$ cat src/rtl/branch_resolve_unit.sv
// EX-stage branch resolution: condition decode, misprediction detection against
// an owned 2-bit-counter BHT, registered PC redirect and multi-cycle front-end flush.

module bht_ctr (
    input  logic       clk,
    input  logic       rst,
    input  logic       upd,
    input  logic       taken,
    output logic [1:0] ctr
);
    always_ff @(posedge clk) begin
        if (rst)
            ctr <= 2'b01;
        else if (upd) begin
            if (taken && ctr != 2'b11)
                ctr <= ctr + 2'd1;
            else if (!taken && ctr != 2'b00)
                ctr <= ctr - 2'd1;
        end
    end
endmodule

module branch_resolve_unit #(
    parameter int BHT_ENTRIES  = 16,
    parameter int FLUSH_CYCLES = 2
) (
    input  logic        clk,
    input  logic        rst,
    input  logic [31:0] if_pc,
    output logic        if_pred_taken,
    input  logic        ex_valid,
    input  logic        ex_stall,
    input  logic        ex_is_branch,
    input  logic        ex_is_jump,
    input  logic [2:0]  ex_funct3,
    input  logic        ex_pred_taken,
    input  logic [31:0] ex_pc,
    input  logic [31:0] ex_target,
    input  logic        BrEq,
    input  logic        BrLT,
    output logic        BrUn,
    output logic        redirect,
    output logic [31:0] redirect_pc,
    output logic        flush,
    output logic        illegal_br,
    output logic [31:0] br_count,
    output logic [31:0] mispred_count
);
    localparam int IDX_W = $clog2(BHT_ENTRIES);
    localparam logic [2:0] FLUSH_INIT = 3'(FLUSH_CYCLES);

    logic [BHT_ENTRIES-1:0][1:0] bht;
    logic [IDX_W-1:0] if_idx, ex_idx;
    logic [2:0]  flush_cnt, flush_cnt_nxt;
    logic        cond, f3_illegal, resolve, actual, mispredict, bht_upd;
    logic        unused_pc_bits;

    assign if_idx = if_pc[IDX_W+1:2];
    assign ex_idx = ex_pc[IDX_W+1:2];
    assign unused_pc_bits = ^{if_pc[31:IDX_W+2], if_pc[1:0]};

    // Lookup reads the flops directly, so a same-edge update is not forwarded.
    assign if_pred_taken = bht[if_idx][1];

    assign BrUn = ex_is_branch ? ex_funct3[1] : 1'b0;

    always_comb begin
        cond = 1'b0;
        case (ex_funct3)
            3'b000:          cond = BrEq;
            3'b001:          cond = !BrEq;
            3'b100, 3'b110:  cond = BrLT;
            3'b101, 3'b111:  cond = !BrLT;
            default:         cond = 1'b0;
        endcase
    end

    assign f3_illegal = (ex_funct3[2:1] == 2'b01);
    assign resolve    = ex_valid && !ex_stall && (ex_is_branch || ex_is_jump) && (flush_cnt == 3'd0);
    assign actual     = ex_is_jump || (ex_is_branch && cond);
    assign mispredict = resolve && (actual != ex_pred_taken);
    // Jumps never train the BHT, even when the branch flag is also set.
    assign bht_upd    = resolve && ex_is_branch && !ex_is_jump && !f3_illegal;

    genvar g;
    generate
        for (g = 0; g < BHT_ENTRIES; g++) begin : g_bht
            bht_ctr u_ctr (
                .clk   (clk),
                .rst   (rst),
                .upd   (bht_upd && (ex_idx == IDX_W'(g))),
                .taken (cond),
                .ctr   (bht[g])
            );
        end
    endgenerate

    always_comb begin
        flush_cnt_nxt = flush_cnt;
        if (mispredict)
            flush_cnt_nxt = FLUSH_INIT;
        else if (flush_cnt != 3'd0)
            flush_cnt_nxt = flush_cnt - 3'd1;
    end

    always_ff @(posedge clk) begin
        if (rst) begin
            redirect      <= 1'b0;
            redirect_pc   <= 32'd0;
            flush_cnt     <= 3'd0;
            flush         <= 1'b0;
            illegal_br    <= 1'b0;
            br_count      <= 32'd0;
            mispred_count <= 32'd0;
        end else begin
            redirect   <= mispredict;
            flush_cnt  <= flush_cnt_nxt;
            flush      <= (flush_cnt_nxt != 3'd0);
            illegal_br <= resolve && ex_is_branch && f3_illegal;
            if (mispredict) begin
                redirect_pc   <= actual ? ex_target : ex_pc + 32'd4;
                mispred_count <= mispred_count + 32'd1;
            end
            if (resolve)
                br_count <= br_count + 32'd1;
        end
    end
endmodule

$ cat config.mk
export PLATFORM = sky130hd
export DESIGN_NAME = branch_resolve_unit
export DESIGN_NICKNAME = d
export VERILOG_FILES = /design/src/rtl/branch_resolve_unit.sv
export SDC_FILE = /design/constraint.sdc
export NUM_CORES = 1
export LEC_CHECK = 0
export ABC_AREA = 1
export CORE_AREA = 5 5 159 161
export DETAILED_ROUTE_END_ITERATION = 8
export DIE_AREA = 0 0 164 166
export GPL_ROUTABILITY_DRIVEN = 0
export PLACE_DENSITY_LB_ADDON = 0.12
export SLEW_MARGIN = 5
export SYNTH_ARGS = -nofsm -noshare
export SYNTH_HDL_FRONTEND = slang
export SYNTH_SLANG_ARGS = --single-unit
$ cat constraint.sdc
create_clock -name clk -period 5.3 [get_ports clk]
set_clock_uncertainty 0.15 [all_clocks]
set_input_delay 1.06 -clock clk [delete_from_list [all_inputs] [get_ports clk]]
set_output_delay 1.06 -clock clk [all_outputs]
set_load 0.03 [all_outputs]
==> metrics, run 1 <==
run status finished clean; Gate power share roughly 17%; Hold Path Class reg2reg; number of H-tree levels 4; number of placement rows 57; CP max stage delay between 0.7 and 0.8 ns; Iter 0 DRT Violations 498; endpoint required time on the critical path 4.09 ns; Maximum Capacitance Violations 0; antenna cells 0; synthesized netlist cell count 1,383; Worst R2R End mispred_count[4]; setup repair after global routing missed its margin no; I/O pin cnt between 200 and 250; number of buffers inserted by hold repair at cts 0; power density over cell area between 200 and 300 nW/um^2; total routing usage reported by global routing about a fifth; Starting Density 34.2%; number of cell instances on the worst register-to-register path 9; Max Clk Rate 231 MHz; per-cell via count in the routed design ~4.7; setup repair bufs after CTS 0; # clock sinks around 130; CTS Root Buffer Type clkbuf_16; number of routed nets with antenna violations 0; Via Count roughly 9k; CTS buffer count 17; share of post-route cells with drive strength above 1 3.01%; Data arrival, critical path approximately 3.1 ns; Internal Dissipation 2070 uW; critical path peak fanout 16; number of warnings printed during yosys synthesis 0; buffer levels on the longest clock path 2; number of endpoints with negative hold slack in the final report 0; register clock-pin slew on the reported worst setup and hold paths 0.06 ns; pin count of the biggest net entering global routing slightly above 90; worst skew pair latency about 0.43 ns; Hold EP redirect_pc[12]; number of detailed-routing iterations run before antenna repair 5; setup tns final 0 ns; cell family contributing the most delay on the critical path buffers and inverters; cts repair resizes 0; antenna violations before repair 0; global-route wire length before repair about 42 mm; sequential cell fraction of total power 37.0%; Die ar. approximately 27,000 sq um; number of nets in the layout ~1.7k; worst setup path class in2out; fraction of power consumed by the clock network around 46%; core footprint between 20,000 and 25,000 sq um; leading cell type in the layout, fill and taps excluded nand2_1; via count of the first global-routing pass 8,409; number of cells on the worst hold path 2; Min Clock Period, post-route about 4.3 ns; switching power share of the total between 20% and 30%; number of remaining DRC errors 0; Wirelength per Cell ~14 um; area growth from synthesis to layout 33.6%; Critical-path top delay cell clkdlybuf4s50_1; final WL 25.8 mm; ordered list of cells on the worst path clkdlybuf4s50_1 -> a21oi_1 -> o21ai_0 -> nand3_1 -> nand2_1 -> o21ai_0 -> clkdlybuf4s50_1; Distinct cells, synth 26; crit end category output port; final-report setup violation count 0; Synthesized Nets ~1.5k; floorplan die height around 170 um; Horiz. Die Dim around 160 um; number of pins exceeding their max-slew limit in the final report 0; FF+latch count, synth ~130; Buf+Inv Stages, Crit Path 2; fraction of the yosys area taken by sequential cells between 30 and 40%; sum of overflow across all layers after global routing 0; Slew Limit Headroom roughly 30%; Crit path depth 7; switching component of the power ~800 uW; post-synthesis instance area about 8200 sq um; setup slack, reg-to-reg roughly 2.9 ns; commonest cells after routing, fill and taps aside nand2_1, nor2_1, clkdlybuf4s50_1; Port Buf Inserts 180; post-DP HPWL 19.3 mm; Leak Pwr between 0.004 and 0.005 uW; share of the clock period used by the worst path between 80% and 90%; launch instance of the worst register-to-register path flush_cnt[0]; CTS tree built; Worst Min Path Start redirect_pc[12]; overall power 2870 uW; startpoint types primary input; synthesized area divided by synthesized cell count just under 6 sq um; Worst-Margin Slew between 1 and 1.5 ns; worst supply voltage drop on vdd 0.000169 V
## cell families after synthesis
logic type      Yosys count  share of synthesized area (%)
simple gates            866                           42.7
compound gates          176                           11.0
buf+inv                 155                           7.46
flops                   134                           32.9
xor+xnor                 44                           4.73
fa+ha+maj                 8                           1.23
## worst max path at each step
stage / startpoint / end / slack, ns
floorplan: if_pc[2] / if_pred_taken / 1.89
global placement: if_pc[2] / if_pred_taken / 0.98
detailed placement: if_pc[2] / if_pred_taken / 0.98
CTS: if_pc[2] / if_pred_taken / 0.96
global route: if_pc[2] / if_pred_taken / 0.74
finish: if_pc[2] / if_pred_taken / 0.98
## state kept, by name (all words and copies together) (netlist names)
register         cells
flush_cnt            3
g_bht.u_ctr.ctr     32
mispred_count       32
redirect             1
flush                1
redirect_pc         32
br_count            32
illegal_br           1
## synth_stat cells
cell / n / area share, %
buf_2: 12 / 0.74
nor3b_1: 2 / 0.18
nor2_4: 1 / 0.14
nand2_1: 526 / 24
a21oi_1: 100 / 6.1
inv_1: 113 / 5.2
clkbuf_1: 25 / 1.2
nand3_1: 61 / 3.7
clkinv_1: 1 / 0.046
dfxtp_1: 134 / 33
o211ai_1: 4 / 0.37
xnor2_1: 12 / 1.3
nand4_1: 13 / 1.0
o21ai_0: 68 / 4.2
nor3_1: 23 / 1.4
nor2_1: 221 / 10
o221ai_1: 1 / 0.11
nor3_4: 1 / 0.20
nand3b_1: 14 / 1.3
ha_1: 8 / 1.2
a31oi_1: 1 / 0.077
o21a_1: 2 / 0.18
xor2_1: 32 / 3.4
or2_2: 4 / 0.31
buf_4: 3 / 0.28
buf_1: 1 / 0.046
## layer usage
metal | track usage [%] | up-vias | wire [um]
li1 | - | 4704 | -
met1 | 23.9 | 3975 | 11700
met2 | 32.2 | 224 | 12200
met3 | 4.34 | 38 | 1440
met4 | 5.25 | 0 | 473
met5 | 0 | - | 0
## power groups by stage
stage	registers, uW	clock network [uW]	logic (uW)
floorplan	1130	0	236
global placement	1080	0	479
detailed placement	1090	0	482
CTS	1060	1360	484
global route	1070	1400	532
finish	1060	1330	476
## worst min-delay path: cells and delay by family, from the launching register on
family / cells / cell delay (ns)
AO/OA/AOI/OAI: 1 / 0.05
flip-flops: 1 / 0.31
AND/OR/NAND/NOR: 1 / 0.06
## final cells by class
type	instances	area [sq um]
Clock buffer	20	447
Sequential cell	134	2680
Multi-Input combinational cell	1094	4870
Tap cell	324	405
Inverter	114	428
Clock inverter	12	201
Timing Repair Buffer	189	1870
Fill cell	2615	12900
## per-stage QoR
stage / setup slack [ns] / cell area [sq um] / hold slack [ns] / std cells / utilization (%)
floorplan: 1.89 / 8160 / 0.300 / 1383 / -
global placement: 0.977 / 10200 / 0.301 / 1855 / 43.0
detailed placement: 0.981 / 10200 / 0.307 / 1855 / 43.0
CTS: 0.962 / 10900 / 0.315 / 1887 / 45.8
global route: 0.739 / 10900 / 0.332 / 1887 / 45.8
finish: 0.976 / 10900 / 0.315 / 1887 / 45.8
No activity file was read; power rests on OpenSTA's default activity.
==> run 2, diff against run 1 <==
==> constraint.sdc (replaced) <==
create_clock -name clk -period 3.8 [get_ports clk]
set_clock_uncertainty 0.15 [all_clocks]
set_input_delay 0.76 -clock clk [delete_from_list [all_inputs] [get_ports clk]]
set_output_delay 0.76 -clock clk [all_outputs]
set_load 0.03 [all_outputs]
==> run 2 against run 1 <==
Sequential cell count stayed put. Worst setup slack worse by 0.64 ns. Core utilization is 0.13 points lower. Sequential power is 40% higher. Critical path depth is 1 lower. Design area is 0.29% lower. Total power is 31% higher. Clock power is 20% higher. Routed wire length is 0.98% lower. Critical path type unchanged. Largest cell class unchanged. Highest routed layer unchanged.
==> metrics, run 2 (synthesis gave the netlist of run 1 again) <==
via count of the first global-routing pass 8,480 (was 8,409); final WL 25.6 mm (was 25.8 mm); register clock-pin slew on the reported worst setup and hold paths 0.06 ns (about the same); leading cell type in the layout, fill and taps excluded nand2_1 (unchanged); launch instance of the worst register-to-register path flush_cnt[0] (unchanged); worst setup path class in2out (unchanged); number of H-tree levels 4 (unchanged); Maximum Capacitance Violations 0 (unchanged); share of the clock period used by the worst path between 90% and 100%; Leak Pwr 0.00427 uW (was 0.00426 uW); Crit path depth 6 (was 7); Die ar. 27,200 sq um (unchanged); Data arrival, critical path 2.56 ns (was 3.11 ns); Buf+Inv Stages, Crit Path 2 (unchanged); Worst R2R End br_count[25] (was mispred_count[4]); setup repair after global routing missed its margin no (unchanged); Hold Path Class reg2reg (unchanged); worst slack after detailed placement 0.193 ns (was 0.981 ns); number of detailed-routing iterations run before antenna repair 4 (was 5); Worst-Margin Slew 0.621 ns (was 1.05 ns); number of buffers inserted by hold repair at cts 0 (unchanged); Port Buf Inserts 180 (unchanged); antenna violations before repair 0 (unchanged); worst path setup slack after routing 0.332 ns (was 0.976 ns); Starting Density 34.2% (unchanged); area growth from synthesis to layout 33.2% (was 33.6%); cts repair resizes 0 (unchanged); per-cell via count in the routed design 4.69 (was 4.74); Via Count 8,870 (was 8,941); number of routed nets with antenna violations 0 (unchanged); pin count of the biggest net entering global routing 56 (was 91); critical path capture point if_pred_taken (unchanged); Critical-path top delay cell clkdlybuf4s50_1 (unchanged); number of cell instances on the worst register-to-register path 10 (was 9); power density over cell area 345 nW/um^2 (was 263 nW/um^2); setup tns final 0 ns (unchanged); worst supply voltage drop on vdd 0.000244 V (was 0.000169 V); final-report setup violation count 0 (unchanged); Horiz. Die Dim 164 um (unchanged); number of endpoints with negative hold slack in the final report 0 (unchanged); crit end category output port (unchanged); commonest cells after routing, fill and taps aside nand2_1, nor2_1, clkdlybuf4s50_1 (unchanged); Slew Limit Headroom 58.6% (was 30.1%); number of pins exceeding their max-slew limit in the final report 0 (unchanged); critical path peak fanout 8 (was 16); # clock sinks 134 (unchanged); Wirelength per Cell 13.5 um (was 13.7 um); CTS tree built (unchanged); setup repair bufs after CTS 0 (unchanged); share of post-route cells with drive strength above 1 3.25% (was 3.01%); fill cell instance count of the final layout 2,596 (was 2,615); CTS buffer count 17 (unchanged); setup slack, reg-to-reg 1.33 ns (was 2.87 ns); I/O pin cnt 209 (unchanged); worst skew pair latency 0.43 ns (about the same); run status finished clean (unchanged); global-route wire length before repair 42.5 mm (was 41.9 mm); post-DP HPWL 19.4 mm (was 19.3 mm); number of placement rows 57 (unchanged); number of nets in the layout 1,672 (was 1,666); total routing usage reported by global routing 19.0% (was 18.9%); endpoint required time on the critical path 2.89 ns (was 4.09 ns); CTS Root Buffer Type clkbuf_16 (unchanged); startpoint types primary input (unchanged); worst setup path start if_pc[3] (was if_pc[2]); Iter 0 DRT Violations 562 (was 498); cell family contributing the most delay on the critical path buffers and inverters (unchanged); core footprint 23,800 sq um (unchanged); ordered list of cells on the worst path clkdlybuf4s50_1 -> o21ai_0 -> a21oi_1 -> o221ai_1 -> o21ai_0 -> clkdlybuf4s50_1 (was clkdlybuf4s50_1 -> a21oi_1 -> o21ai_0 -> nand3_1 -> nand2_1 -> o21ai_0 -> clkdlybuf4s50_1); sum of overflow across all layers after global routing 0 (unchanged); Min Clock Period, post-route between 3 and 4 ns; floorplan die height 166 um (unchanged); buffer levels on the longest clock path 2 (unchanged); antenna cells 0 (unchanged); CP max stage delay 0.69 ns (was 0.73 ns); number of remaining DRC errors 0 (unchanged); Max Clk Rate about 290 MHz
[run 2: changes by cell type in the layout (fill, tap and decap cells not counted), sizes merged]
cell / previous run / this run
clkbuf: 20 / 19
bufinv: 5 / 2
clkdlybuf4s50: 179 / 178
clkinv: 6 / 9
buf: 10 / 16
clkinvlp: 2 / 1
dlymetal6s2s: 0 / 1
[run 2: area by class of cell]
class / instances / area (sq um) / area share, %
clock buffers: 19 / 433 / 3.98
clock inverters: 11 / 111 / 1.02
inverters: 114 / 428 / 3.94
multi-input cells: 1094 / 4870 / 44.8
flip-flops and latches: 134 / 2680 / 24.7
well taps: 324 / 405 / 3.73
repair buffers: 195 / 1940 / 17.8
[run 2: power breakdown]
group	internal (uW)	switching, uW	leakage [uW]
sequential	1450	28.7	0.00108
combinational	264	411	0.00291
clock	949	640	0.000272
total	2670	1080	0.00427
[run 2: worst min-delay path by stage]
stage	startpoint	to	slack, ns	cells past startpoint
CTS	redirect_pc[4]	redirect_pc[4]	0.32	2
floorplan	g_bht[3].u_ctr.ctr[0]	g_bht[3].u_ctr.ctr[0]	0.30	2
global placement	redirect_pc[4]	redirect_pc[4]	0.30	2
detailed placement	redirect_pc[28]	redirect_pc[28]	0.31	2
global route	redirect_pc[28]	redirect_pc[28]	0.34	2
finish	redirect_pc[4]	redirect_pc[4]	0.31	2
[run 2: per-layer routing]
metal | track usage (%) | part of all wire (%) | vias to the layer above
li1 | - | - | 4708
met4 | 5.76 | 2.0 | 0
met2 | 31.7 | 47 | 183
met3 | 4.29 | 5.4 | 35
met1 | 24.6 | 46 | 3944
met5 | 0 | 0 | -
[run 2: tightest hold or removal path: cells and delay by family (launching register included)]
kind             cells  cell delay, ns
AO/OA/AOI/OAI        1            0.05
flip-flops           1            0.31
AND/OR/NAND/NOR      1            0.06
[run 2: metrics by stage]
stage | instance area (sq um) | instances | utilization, % | hold WS, ns | total power [uW]
4_1_cts | 10900 | 1891 | 45.6 | 0.315 | 3800
6_report | 10900 | 1891 | 45.6 | 0.312 | 3750
5_1_grt | 10900 | 1891 | 45.6 | 0.336 | 3950
3_5_place_dp | 10300 | 1861 | 43.3 | 0.308 | 2200
2_1_floorplan | 8160 | 1383 | - | 0.300 | 1910
3_3_place_gp | 10300 | 1861 | 43.3 | 0.300 | 2190
